`src/rtl/t03_alu_arbiter.sv`:
```
`default_nettype none
// ============================================================================
//  Module   : t03_alu_arbiter
//  Brief    : Two-port arbiter/sequencer sharing one combinational ALU.
//             Grants one requester, holds its operands on the ALU for one
//             cycle, registers result and flags, and returns them through a
//             valid/ready response handshake.
//  Revision : 1.0  initial release
// ============================================================================
module t03_alu_arbiter #(
    parameter int FIXED_PRIO = 0
) (
    input  logic        clk,
    input  logic        rst,
    input  logic        flush,
    // request port 0
    input  logic        req0_valid,
    output logic        req0_ready,
    input  logic [3:0]  req0_ctrl,
    input  logic [2:0]  req0_sel,
    input  logic [31:0] req0_pc,
    input  logic [31:0] req0_imm,
    input  logic [31:0] req0_rd1,
    input  logic [31:0] req0_rd2,
    // request port 1
    input  logic        req1_valid,
    output logic        req1_ready,
    input  logic [3:0]  req1_ctrl,
    input  logic [2:0]  req1_sel,
    input  logic [31:0] req1_pc,
    input  logic [31:0] req1_imm,
    input  logic [31:0] req1_rd1,
    input  logic [31:0] req1_rd2,
    // response ports
    output logic        rsp0_valid,
    input  logic        rsp0_ready,
    output logic [31:0] rsp0_result,
    output logic [2:0]  rsp0_flags,
    output logic        rsp1_valid,
    input  logic        rsp1_ready,
    output logic [31:0] rsp1_result,
    output logic [2:0]  rsp1_flags,
    // ALU side
    output logic [3:0]  alu_control,
    output logic [31:0] alu_pc,
    output logic [31:0] alu_immediate,
    output logic [31:0] alu_rd1,
    output logic [31:0] alu_rd2,
    output logic        alu_alusrc,
    output logic        alu_auipc,
    output logic        alu_lui,
    input  logic [31:0] alu_result,
    input  logic        alu_zero,
    input  logic        alu_negative,
    input  logic        alu_overflow,
    output logic        busy
);

    localparam logic [1:0] S_IDLE = 2'd0;
    localparam logic [1:0] S_EXEC = 2'd1;
    localparam logic [1:0] S_RESP = 2'd2;

    logic [1:0]  r_state;
    logic [1:0]  w_state_nxt;
    logic        r_last_grant;
    logic        r_gnt;
    logic [3:0]  r_ctrl;
    logic [2:0]  r_sel;
    logic [31:0] r_pc;
    logic [31:0] r_imm;
    logic [31:0] r_rd1;
    logic [31:0] r_rd2;
    logic [31:0] r_result;
    logic [2:0]  r_flags;

    logic        w_grant_port;
    logic        w_accept;
    logic        w_rsp_ready_sel;

    // Winner selection: a lone requester always wins; on a tie either port 0
    // (fixed priority) or the port that was not granted last time wins.
    always_comb begin
        w_grant_port = 1'b0;
        if (req0_valid && req1_valid) begin
            if (FIXED_PRIO != 0) begin
                w_grant_port = 1'b0;
            end else begin
                w_grant_port = ~r_last_grant;
            end
        end else if (req1_valid) begin
            w_grant_port = 1'b1;
        end
    end

    // A grant happens only from IDLE, never during flush or reset.
    assign w_accept        = (r_state == S_IDLE) && (req0_valid || req1_valid) && !flush && !rst;
    assign req0_ready      = w_accept && !w_grant_port;
    assign req1_ready      = w_accept &&  w_grant_port;
    assign w_rsp_ready_sel = r_gnt ? rsp1_ready : rsp0_ready;

    // State register.
    always_ff @(posedge clk or posedge rst) begin
        if (rst) begin
            r_state <= S_IDLE;
        end else begin
            r_state <= w_state_nxt;
        end
    end

    // Next-state logic; flush always wins over a response handshake.
    always_comb begin
        w_state_nxt = r_state;
        case (r_state)
            S_IDLE: begin
                if (w_accept) begin
                    w_state_nxt = S_EXEC;
                end
            end
            S_EXEC: begin
                w_state_nxt = flush ? S_IDLE : S_RESP;
            end
            S_RESP: begin
                if (flush || w_rsp_ready_sel) begin
                    w_state_nxt = S_IDLE;
                end
            end
            default: begin
                w_state_nxt = S_IDLE;
            end
        endcase
    end

    // Operand capture on grant and result capture at the end of EXEC.
    always_ff @(posedge clk or posedge rst) begin
        if (rst) begin
            r_last_grant <= 1'b1;
            r_gnt        <= 1'b0;
            r_ctrl       <= 4'd0;
            r_sel        <= 3'd0;
            r_pc         <= 32'd0;
            r_imm        <= 32'd0;
            r_rd1        <= 32'd0;
            r_rd2        <= 32'd0;
            r_result     <= 32'd0;
            r_flags      <= 3'd0;
        end else begin
            if (w_accept) begin
                r_gnt        <= w_grant_port;
                r_last_grant <= w_grant_port;
                r_ctrl       <= w_grant_port ? req1_ctrl : req0_ctrl;
                r_sel        <= w_grant_port ? req1_sel  : req0_sel;
                r_pc         <= w_grant_port ? req1_pc   : req0_pc;
                r_imm        <= w_grant_port ? req1_imm  : req0_imm;
                r_rd1        <= w_grant_port ? req1_rd1  : req0_rd1;
                r_rd2        <= w_grant_port ? req1_rd2  : req0_rd2;
            end
            if ((r_state == S_EXEC) && !flush) begin
                r_result <= alu_result;
                r_flags  <= {alu_zero, alu_negative, alu_overflow};
            end
        end
    end

    // ALU inputs carry the granted operands while busy, zeros (ADD 0+0) when idle.
    always_comb begin
        alu_control   = 4'd0;
        alu_pc        = 32'd0;
        alu_immediate = 32'd0;
        alu_rd1       = 32'd0;
        alu_rd2       = 32'd0;
        alu_lui       = 1'b0;
        alu_auipc     = 1'b0;
        alu_alusrc    = 1'b0;
        if (r_state != S_IDLE) begin
            alu_control   = r_ctrl;
            alu_pc        = r_pc;
            alu_immediate = r_imm;
            alu_rd1       = r_rd1;
            alu_rd2       = r_rd2;
            alu_lui       = r_sel[2];
            alu_auipc     = r_sel[1];
            alu_alusrc    = r_sel[0];
        end
    end

    // Response is steered to the granted port only; data registers are shared.
    assign rsp0_valid  = (r_state == S_RESP) && !r_gnt;
    assign rsp1_valid  = (r_state == S_RESP) &&  r_gnt;
    assign rsp0_result = r_result;
    assign rsp1_result = r_result;
    assign rsp0_flags  = r_flags;
    assign rsp1_flags  = r_flags;
    assign busy        = (r_state != S_IDLE);

endmodule
`default_nettype wire

```
`config.mk`:
```
export PLATFORM = sky130hd
export DESIGN_NAME = t03_alu_arbiter
export DESIGN_NICKNAME = d
export VERILOG_FILES = /design/src/rtl/t03_alu_arbiter.sv
export SDC_FILE = /design/constraint.sdc
export NUM_CORES = 1
export LEC_CHECK = 0
export ABC_AREA = 1
export CORE_AREA = 2 2 203 205
export CTS_CLUSTER_DIAMETER = 50
export DETAILED_ROUTE_END_ITERATION = 12
export DIE_AREA = 0 0 205 207
export GPL_TIMING_DRIVEN = 1
export HOLD_SLACK_MARGIN = 0.1
export SLEW_MARGIN = 20
export SYNTH_ARGS = -nofsm -noshare
export SYNTH_HDL_FRONTEND = slang
export SYNTH_SLANG_ARGS = --single-unit
```
`constraint.sdc`:
```
create_clock -name clk -period 11.97 [get_ports clk]
set_input_delay 2.394 -clock clk [delete_from_list [all_inputs] [get_ports clk]]
set_output_delay 2.394 -clock clk [all_outputs]
set_load 0.005 [all_outputs]
```
==> impl_summary.txt, run 1 <==
----------------------------------------------------
[Outcome]
  Result of the run ... finished clean

[GRT]
  GRT Util Overall ... 17.6%
  Global-route wire length before repair ... 58400 um
  Maximum number of pins on one net before global-route repair ... 117
  Sum of overflow across all layers after global routing ... 0
  Initial antenna violation count ... 1
  Vias in the first global route ... 10432

[Die]
  Count of boundary I/O pins ... 522
  Site row count ... 74
  Floorplan core area ... 40400 um2
  Die height ... 207 um
  Die Footprint ... 42400 um2
  Chip Width ... 205 um
  Starting density of the core ... 24.6%

[STA]
  Setup repair after global routing missed its margin ... false
  Clock tree skew after final layout ... 0.0108 ns
  Total negative slack for setup checks ... 0 ns
  Least-Margin Pin Slew ... 1.04 ns
  Tcrit/Tclk final ... 60.5%
  Final Max Slew Viols ... 0
  Smallest setup slack after layout ... 4.73 ns
  Worst hold-check slack ... 0.476 ns
  Final Critical Period ... 7.24 ns
  Max frequency ... 138 MHz
  Total of endpoints with negative setup slack in the final report ... 0
  Worst slew margin relative to its limit ... 30.8%
  Final Hold Fails ... 0

[Worst setup path]
  Required time reported for the critical path endpoint ... 9.58 ns
  Data arrival time of the worst path ... 4.85 ns
  Number of cell instances on the worst register-to-register path ... 8
  Kind of critical path ... primary input to output pin
  Endpoint class of the critical path ... output pin
  Capturing instance or port of the critical path ... req0_ready
  Startpoint of the worst register-to-register path ... r_state[1]$_DFFE_PP0P_
  R2r setup slk ... 8.83 ns
  Worst setup path startpoint ... req1_valid
  Critical path launch point type ... primary input
  End of the worst register-to-register path ... r_imm[6]$_DFFE_PP0P_
  Largest fanout on the critical path ... 72

[Logic synthesis]
  Yosys warnings ... 0
  Post-synthesis instance area ... 9950 um2
  Number of unique standard cell types used by synthesis ... 16
  Yosys top cell by area ... sky130_fd_sc_hd__dfrtp_1
  Share of the yosys chip area belonging to registers ... 43.8%
  Largest cells by area after synthesis ... sky130_fd_sc_hd__dfrtp_1 (44%), sky130_fd_sc_hd__nand2_1 (28%), sky130_fd_sc_hd__nand3_1 (8.7%), sky130_fd_sc_hd__inv_1 (5.4%), sky130_fd_sc_hd__nor2_1 (5.3%)
  Post-Syn Instances ... 1522
  Post-synthesis sequential element count ... 174
  Per-instance average area after synthesis ... 6.53 um2
  Syn_nets ... 1834
  Portion of synthesized cell area occupied by the leading cell type ... 43.5%

[Clock network]
  Number of hold-repair buffers added at the cts stage ... 0
  Clock latency on the worst-skew pair ... 0.45 ns
  Clock tree from TritonCTS ... done
  Clock Sink Count ... 174
  Clock-pin slew on the worst setup and hold paths ... 0.06 ns
  Max Buffers Root-to-Sink ... 2
  H-Tree Level Count ... 4
  Number of setup buffers added after CTS ... 0
  Root buffer selected by CTS ... sky130_fd_sc_hd__clkbuf_16
  Clock buffer count from CTS ... 17
  Number of gates resized after cts ... 0

[Place]
  Post-placement cell count ... 2453
  Placement Cell Area ... 15100 um2
  Weighted congestion at the end of routability-driven global placement ... 0.858
  Count of buffers inserted at the top-level ports ... 521
  Post-placement worst setup slack ... 4.65 ns
  Post-detail-place hpwl ... 26500 um

[Detailed routing]
  DRC violation count after routing ... 0
  First DRT Iteration DRCs ... 568
  Antenna viol nets, final ... 0
  Total routed wirelength ... 37400 um
  Routed via count ... 10646
  Average via count per standard cell ... 4.28
  Average detailed-routed wire length per instance ... 15.0 um
  DRT Pass-1 Iters ... 5

[Finish]
  Net count reported at finish ... 2253
  Post-Layout Cell Count ... 2485
  Layout cells sized above 1 ... 2.46%
  Leading cell types in the layout, fill and taps excluded ... sky130_fd_sc_hd__nand2_1 (755), sky130_fd_sc_hd__clkdlybuf4s50_1 (520), sky130_fd_sc_hd__dfrtp_1 (173), sky130_fd_sc_hd__nand3_1 (171), sky130_fd_sc_hd__inv_1 (141)
  Area added between synthesis and finish ... 58.7%
  Post-route cell area ... 15800 um2
  Most common cell after layout, fill and taps aside ... sky130_fd_sc_hd__nand2_1

[Power and ir drop]
  Largest vdd supply drop ... 0.0752 mV
  Leakage component of the power ... 7.89 nW
  Areal power density over the cells ... 132 nW/um2

[Hold path]
  Kind of path behind the tightest hold check ... register to register

[Run]
  Count of maximum capacitance violations ... 0

----------------------------------------------------
## flip-flops by register name (all words and copies together) (netlist names)
| register | count |
|---|---|
| r_rd1 | 32 |
| r_last_grant | 1 |
| rsp0_flags | 3 |
| r_rd2 | 32 |
| r_ctrl | 4 |
| rsp0_result | 32 |
| r_pc | 32 |
| r_state | 2 |
| r_sel | 3 |
| r_imm | 32 |
| r_gnt | 1 |
## cell families after synthesis
| kind of cell | Yosys count | synth area share [%] |
|---|---|---|
| AO/OA/AOI/OAI | 1 | 0.0503 |
| AND/OR/NAND/NOR | 1072 | 42.8 |
| flip-flops | 174 | 43.8 |
| buffers and inverters | 275 | 13.4 |
## Yosys cell counts
master                     instances
sky130_fd_sc_hd__nor2_2            1
sky130_fd_sc_hd__inv_2             1
sky130_fd_sc_hd__o21ai_1           1
sky130_fd_sc_hd__nand3_1         172
sky130_fd_sc_hd__clkbuf_1         28
sky130_fd_sc_hd__nor2_1          141
sky130_fd_sc_hd__buf_4            43
sky130_fd_sc_hd__buf_2            50
sky130_fd_sc_hd__nand2_2           2
sky130_fd_sc_hd__nor2_4            1
sky130_fd_sc_hd__buf_6            10
sky130_fd_sc_hd__nand2_1         755
sky130_fd_sc_hd__buf_1             1
sky130_fd_sc_hd__dfstp_2           1
sky130_fd_sc_hd__dfrtp_1         173
sky130_fd_sc_hd__inv_1           142
## per-layer routing
metal,vias up,wire length (um),track usage (%),part of all wire (%)
met5,-,0,0,0
met4,0,1040,7.42,2.8
met3,47,2240,3.32,6.0
met2,356,18600,30.6,50
met1,4911,15400,21.2,41
li1,5332,-,-,-
## worst min-delay path by stage
stage                                     start  depth (start not counted)                    end
after global placement     r_rd2[1]$_DFFE_PP0P_                          2   r_rd2[1]$_DFFE_PP0P_
final                       r_pc[3]$_DFFE_PP0P_                          2    r_pc[3]$_DFFE_PP0P_
after global routing      r_rd2[10]$_DFFE_PP0P_                          2  r_rd2[10]$_DFFE_PP0P_
after floorplan           r_ctrl[0]$_DFFE_PP0P_                          2  r_ctrl[0]$_DFFE_PP0P_
after CTS                 r_imm[15]$_DFFE_PP0P_                          2  r_imm[15]$_DFFE_PP0P_
after detailed placement  r_imm[15]$_DFFE_PP0P_                          2  r_imm[15]$_DFFE_PP0P_
## stage by stage
| step | power (mW) | util (%) |
|---|---|---|
| after floorplan | 1.14 | - |
| after global placement | 1.48 | 37.5 |
| after detailed placement | 1.49 | 37.5 |
| after CTS | 2.11 | 39.0 |
| after global routing | 2.22 | 39.1 |
| final | 2.08 | 39.1 |
## area by class of cell
cell class                      instances  area, um2
Clock buffer                           21        450
Antenna cell                            1       2.50
Timing Repair Buffer                  532       5320
Inverter                              143        544
Tap cell                              532        666
Clock inverter                          9        159
Sequential cell                       174       4360
Multi-Input combinational cell       1073       4290
Fill cell                            4258      24600
## power breakdown
group | switching, mW | total (mW) | internal (mW) | leakage (nW)
Combinational | 0.306 | 0.667 | 0.361 | 5.40
Clock | 0.246 | 0.601 | 0.355 | 0.294
Sequential | 0.0860 | 0.808 | 0.722 | 2.19
Total | 0.638 | 2.08 | 1.44 | 7.89
## critical path, cell delays in order
cell and delay (ns):
sky130_fd_sc_hd__buf_4 0.56, sky130_fd_sc_hd__nor2_1 0.22, sky130_fd_sc_hd__inv_1 0.16, sky130_fd_sc_hd__nand3_4 0.55, sky130_fd_sc_hd__nor2_1 0.26, sky130_fd_sc_hd__clkdlybuf4s50_1 0.55
Note: power is estimated with default switching activity, not from simulation.
==> run 2, diff against run 1 <==
Clock period 11.97 ns to 6.8 ns, I/O delays scaled along.
==> impl_summary.txt, run 2 (synthesized netlist as in run 1, its figures left out) <==
----------------------------------------------------
[Clock network]
  Clock latency on the worst-skew pair ... 0.44 ns
  H-Tree Level Count ... 4
  Number of hold-repair buffers added at the cts stage ... 0
  Clock Sink Count ... 174
  Root buffer selected by CTS ... sky130_fd_sc_hd__clkbuf_16
  Number of setup buffers added after CTS ... 0
  Clock tree from TritonCTS ... done
  Clock buffer count from CTS ... 17
  Max Buffers Root-to-Sink ... 2
  Clock-pin slew on the worst setup and hold paths ... 0.07 ns
  Number of gates resized after cts ... 0

[STA]
  Total of endpoints with negative setup slack in the final report ... 0
  Clock tree skew after final layout ... 0.0108 ns
  Max frequency ... 194 MHz
  Total negative slack for setup checks ... 0 ns
  Worst slew margin relative to its limit ... 30.5%
  Tcrit/Tclk final ... 76.0%
  Least-Margin Pin Slew ... 1.04 ns
  Final Max Slew Viols ... 0
  Final Hold Fails ... 0
  Setup repair after global routing missed its margin ... false
  Final Critical Period ... 5.17 ns

[Worst setup path]
  Worst path slowest cell ... sky130_fd_sc_hd__nand3_4
  Delay of the slowest cell on the worst path ... 0.65 ns
  Kind of critical path ... primary input to output pin
  Cell depth of the worst setup path ... 5
  Data arrival time of the worst path ... 3.81 ns
  CP Cell Sequence ... clkdlybuf4s50_1 -> nor2_1 -> nand3_4 -> nor2_1 -> clkdlybuf4s50_1
  Critical path launch point type ... primary input
  Endpoint class of the critical path ... output pin
  Required time reported for the critical path endpoint ... 5.44 ns
  Top Family by Delay on Critical Path ... simple AND/OR/NAND/NOR gates
  Combined buffer and inverter count along the critical path ... 2
  Number of cell instances on the worst register-to-register path ... 8
  Largest fanout on the critical path ... 61

[Die]
  Die Footprint ... 42400 um2
  Die height ... 207 um
  Starting density of the core ... 24.6%
  Chip Width ... 205 um
  Floorplan core area ... 40400 um2
  Count of boundary I/O pins ... 522
  Site row count ... 74

[Finish]
  Number of fillers in the final layout ... 4283
  Layout cells sized above 1 ... 2.61%
  Total area of multi-input combinational cells ... 4290 um2
  Most common cell after layout, fill and taps aside ... sky130_fd_sc_hd__nand2_1
  Diode count ... 0
  FF+latch area ... 4360 um2
  Net count reported at finish ... 2253
  Leading cell types in the layout, fill and taps excluded ... sky130_fd_sc_hd__nand2_1 (755), sky130_fd_sc_hd__clkdlybuf4s50_1 (520), sky130_fd_sc_hd__dfrtp_1 (173), sky130_fd_sc_hd__nand3_1 (171), sky130_fd_sc_hd__inv_1 (141)
  Area added between synthesis and finish ... 58.7%

[Run]
  Count of maximum capacitance violations ... 0

[GRT]
  GRT Util Overall ... 17.5%
  Vias in the first global route ... 10399
  Global-route wire length before repair ... 58100 um
  Maximum number of pins on one net before global-route repair ... 138
  Initial antenna violation count ... 0
  Sum of overflow across all layers after global routing ... 0

[Outcome]
  Result of the run ... finished clean

[Power and ir drop]
  Areal power density over the cells ... 230 nW/um2
  Largest vdd supply drop ... 0.131 mV
  Leakage component of the power ... 7.89 nW
  Final total power ... 3.63 mW

[Detailed routing]
  DRC violation count after routing ... 0
  Antenna viol nets, final ... 0
  Routed via count ... 10705
  Total routed wirelength ... 37600 um
  DRT Pass-1 Iters ... 5
  Average via count per standard cell ... 4.31
  First DRT Iteration DRCs ... 538
  Average detailed-routed wire length per instance ... 15.1 um

[Hold path]
  Kind of path behind the tightest hold check ... register to register
  Cell depth of the worst min-delay path ... 2

[Place]
  Post-detail-place hpwl ... 26500 um
  Weighted congestion at the end of routability-driven global placement ... 0.884
  Count of buffers inserted at the top-level ports ... 521

----------------------------------------------------
[run 2: cell count changes in the layout (fill, tap and decap cells not counted)]
cell | before | now
sky130_fd_sc_hd__clkinv_4 | 0 | 2
sky130_fd_sc_hd__clkbuf_1 | 3 | 0
sky130_fd_sc_hd__diode_2 | 1 | 0
sky130_fd_sc_hd__clkinv_2 | 1 | 2
sky130_fd_sc_hd__clkbuf_8 | 1 | 4
sky130_fd_sc_hd__buf_16 | 1 | 0
sky130_fd_sc_hd__buf_12 | 0 | 1
sky130_fd_sc_hd__inv_6 | 3 | 1
sky130_fd_sc_hd__bufinv_16 | 4 | 3
[run 2: worst min-delay path: stages, from the launching register on]
cell and delay (ns):
sky130_fd_sc_hd__dfrtp_1 0.34, sky130_fd_sc_hd__nand2_1 0.05, sky130_fd_sc_hd__nand2_1 0.05
[run 2: final timing paths]
path / slack (ns) / start / end
min: 0.48 / r_ctrl[3]$_DFFE_PP0P_ / r_ctrl[3]$_DFFE_PP0P_
min in group asynchronous: 1.56 / rst / r_rd1[2]$_DFFE_PP0P_
max: 1.63 / rst / req0_ready
max reg2reg: 3.59 / r_state[1]$_DFFE_PP0P_ / r_rd1[25]$_DFFE_PP0P_
min reg2reg: 0.48 / r_ctrl[3]$_DFFE_PP0P_ / r_ctrl[3]$_DFFE_PP0P_
max in group asynchronous: 3.93 / rst / r_pc[18]$_DFFE_PP0P_
[run 2: layout make-up]
cell class | instances | area share, %
clock buffers | 21 | 3.04
clock inverters | 9 | 0.848
inverters | 143 | 3.45
multi-input cells | 1073 | 27.2
flip-flops and latches | 174 | 27.6
well taps | 532 | 4.22
repair buffers | 532 | 33.6
[run 2: where the power goes]
part / switching [mW] / leakage (nW) / internal (mW)
Combinational: 0.537 / 5.40 / 0.635
Sequential: 0.153 / 2.19 / 1.27
Clock: 0.422 / 0.301 / 0.615
Total: 1.11 / 7.89 / 2.52
[run 2: per-layer routing]
metal  share of wire (%)  up-vias  routed length, um  GRT usage, %
li1                    -     5333                  -             -
met3                 6.5       41               2440          3.34
met5                   0        -                  0             0
met4                 2.2        0                827          5.71
met1                  41     4960              15600          21.1
met2                  50      371              18800          30.9
[run 2: metrics by stage]
| stage | cell area (um2) | setup slack (ns) | instances | hold WS, ns | utilization, % |
|---|---|---|---|---|---|
| after floorplan | 9950 | 0.725 | 1522 | 0.449 | - |
| after CTS | 15800 | 1.54 | 2484 | 0.483 | 39.1 |
| after detailed placement | 15200 | 1.57 | 2454 | 0.465 | 37.6 |
| after global routing | 15800 | 1.39 | 2484 | 0.491 | 39.1 |
| final | 15800 | 1.63 | 2484 | 0.476 | 39.1 |
| after global placement | 15200 | 1.57 | 2454 | 0.462 | 37.6 |
==> run 3, diff against run 2 <==
Clock period 6.8 ns to 5 ns, I/O delays scaled along.
==> impl_summary.txt, run 3 (synthesized netlist as in run 1, its figures left out) <==
----------------------------------------------------
[STA]
  Smallest setup slack after layout ... 1.19 ns
  Setup repair after global routing missed its margin ... false
  Final Critical Period ... 3.81 ns
  Total negative slack for setup checks ... 0 ns
  Final Max Slew Viols ... 0
  Worst slew margin relative to its limit ... 40.1%
  Tcrit/Tclk final ... 76.3%
  Final Hold Fails ... 0
  Clock tree skew after final layout ... 0.0136 ns
  Total of endpoints with negative setup slack in the final report ... 0
  Least-Margin Pin Slew ... 0.899 ns
  Max frequency ... 262 MHz

[GRT]
  GRT Util Overall ... 17.7%
  Vias in the first global route ... 10220
  Maximum number of pins on one net before global-route repair ... 89
  Global-route wire length before repair ... 58400 um
  Sum of overflow across all layers after global routing ... 0
  Initial antenna violation count ... 0

[Clock network]
  Clock buffer count from CTS ... 17
  Clock tree from TritonCTS ... done
  Root buffer selected by CTS ... sky130_fd_sc_hd__clkbuf_16
  Clock Sink Count ... 174
  Number of hold-repair buffers added at the cts stage ... 0
  Clock latency on the worst-skew pair ... 0.44 ns
  H-Tree Level Count ... 4
  Clock-pin slew on the worst setup and hold paths ... 0.06 ns
  Number of setup buffers added after CTS ... 0
  Max Buffers Root-to-Sink ... 2
  Number of gates resized after cts ... 0

[Finish]
  Leading cell types in the layout, fill and taps excluded ... sky130_fd_sc_hd__nand2_1 (755), sky130_fd_sc_hd__clkdlybuf4s50_1 (520), sky130_fd_sc_hd__dfrtp_1 (173), sky130_fd_sc_hd__nand3_1 (171), sky130_fd_sc_hd__inv_1 (141)
  Area added between synthesis and finish ... 58.6%
  Most common cell after layout, fill and taps aside ... sky130_fd_sc_hd__nand2_1
  Post-Layout Cell Count ... 2490
  Diode count ... 0
  Layout cells sized above 1 ... 2.86%
  Number of fillers in the final layout ... 4306
  Net count reported at finish ... 2257

[Power and ir drop]
  Final total power ... 4.83 mW
  Part of the power in combinational logic ... 33.3%
  Largest vdd supply drop ... 0.214 mV
  Power dissipated by switching net loads ... 1.55 mW
  Internal power summed over all cells ... 3.27 mW
  Leakage component of the power ... 7.88 nW
  Sequential Power Share ... 40.0%
  Proportion of total power due to net switching ... 32.2%
  Portion of total power attributed to the clock network ... 26.7%
  Areal power density over the cells ... 306 nW/um2

[Die]
  Starting density of the core ... 24.6%
  Site row count ... 74
  Chip Width ... 205 um
  Die Footprint ... 42400 um2
  Floorplan core area ... 40400 um2
  Count of boundary I/O pins ... 522
  Die height ... 207 um

[Detailed routing]
  First DRT Iteration DRCs ... 597
  Routed via count ... 10665
  Total routed wirelength ... 37900 um
  DRT Pass-1 Iters ... 5
  Antenna viol nets, final ... 0
  Average detailed-routed wire length per instance ... 15.2 um
  Average via count per standard cell ... 4.28
  DRC violation count after routing ... 0

[Worst setup path]
  Data arrival time of the worst path ... 2.81 ns
  Critical path launch point type ... primary input
  Kind of critical path ... primary input to output pin
  Largest fanout on the critical path ... 3
  Endpoint class of the critical path ... output pin
  R2r setup slk ... 2.09 ns
  Required time reported for the critical path endpoint ... 4.00 ns

[Outcome]
  Result of the run ... finished clean

[Place]
  Post-detail-place hpwl ... 27000 um
  Post-placement worst setup slack ... 1.13 ns
  Post-placement cell count ... 2458
  Count of buffers inserted at the top-level ports ... 521
  Weighted congestion at the end of routability-driven global placement ... 0.857

[Hold path]
  Kind of path behind the tightest hold check ... register to register

[Run]
  Count of maximum capacitance violations ... 0

----------------------------------------------------
-- run 3: changes by cell type in the layout (fill, tap and decap cells not counted), moves of 2 or more --
cell	previous run	this run
sky130_fd_sc_hd__buf_12	1	3
sky130_fd_sc_hd__buf_4	11	13
sky130_fd_sc_hd__bufinv_16	3	0
sky130_fd_sc_hd__clkbuf_8	4	2
sky130_fd_sc_hd__clkinvlp_4	1	4
sky130_fd_sc_hd__inv_6	1	3
-- run 3: final timing paths --
kind,from,to,cells past startpoint
max,rst,req1_ready,7
min,r_pc[20]$_DFFE_PP0P_,r_pc[20]$_DFFE_PP0P_,2
max reg2reg,r_state[1]$_DFFE_PP0P_,r_rd2[3]$_DFFE_PP0P_,8
min reg2reg,r_pc[20]$_DFFE_PP0P_,r_pc[20]$_DFFE_PP0P_,2
max in group asynchronous,rst,r_imm[27]$_DFFE_PP0P_,3
min in group asynchronous,rst,rsp0_result[4]$_DFFE_PP0P_,3
-- run 3: worst max-delay path, cell delays in order --
cell and delay, ns:
sky130_fd_sc_hd__clkdlybuf4s50_1 0.46, sky130_fd_sc_hd__nor2_1 0.35, sky130_fd_sc_hd__nand2_1 0.16, sky130_fd_sc_hd__nor2_4 0.11, sky130_fd_sc_hd__nand2_1 0.09, sky130_fd_sc_hd__inv_1 0.09
sky130_fd_sc_hd__clkdlybuf4s50_1 0.55
-- run 3: per-stage QoR --
stage	area (um2)	utilization (%)	hold WS [ns]
2_1_floorplan	9950	-	0.449
6_report	15800	39.1	0.477
4_1_cts	15800	39.1	0.484
3_3_place_gp	15200	37.7	0.462
3_5_place_dp	15200	37.7	0.465
5_1_grt	15800	39.1	0.493
-- run 3: routing by layer --
metal	part of all wire [%]	vias to the layer above	GRT usage, %
li1	-	5341	-
met1	41	4950	21.5
met2	51	336	31.3
met3	5.9	38	3.32
met4	1.9	0	5.31
met5	0	-	0
-- run 3: layout make-up --
cell class	instances	area, um2	share of cell area [%]
timing repair buffer	536	5360	34.0
sequential	174	4360	27.6
multi-input combinational	1073	4290	27.2
tap	532	666	4.22
inverter	143	541	3.43
clock buffer	20	457	2.89
clock inverter	12	103	0.650
-- run 3: power by group through the flow --
stage / clock, mW / sequential, mW / combinational [mW]
2_1_floorplan: 0 / 1.91 / 0.820
3_3_place_gp: 0 / 1.95 / 1.62
3_5_place_dp: 0 / 1.95 / 1.63
4_1_cts: 1.35 / 1.93 / 1.64
5_1_grt: 1.41 / 1.97 / 1.80
6_report: 1.29 / 1.93 / 1.61
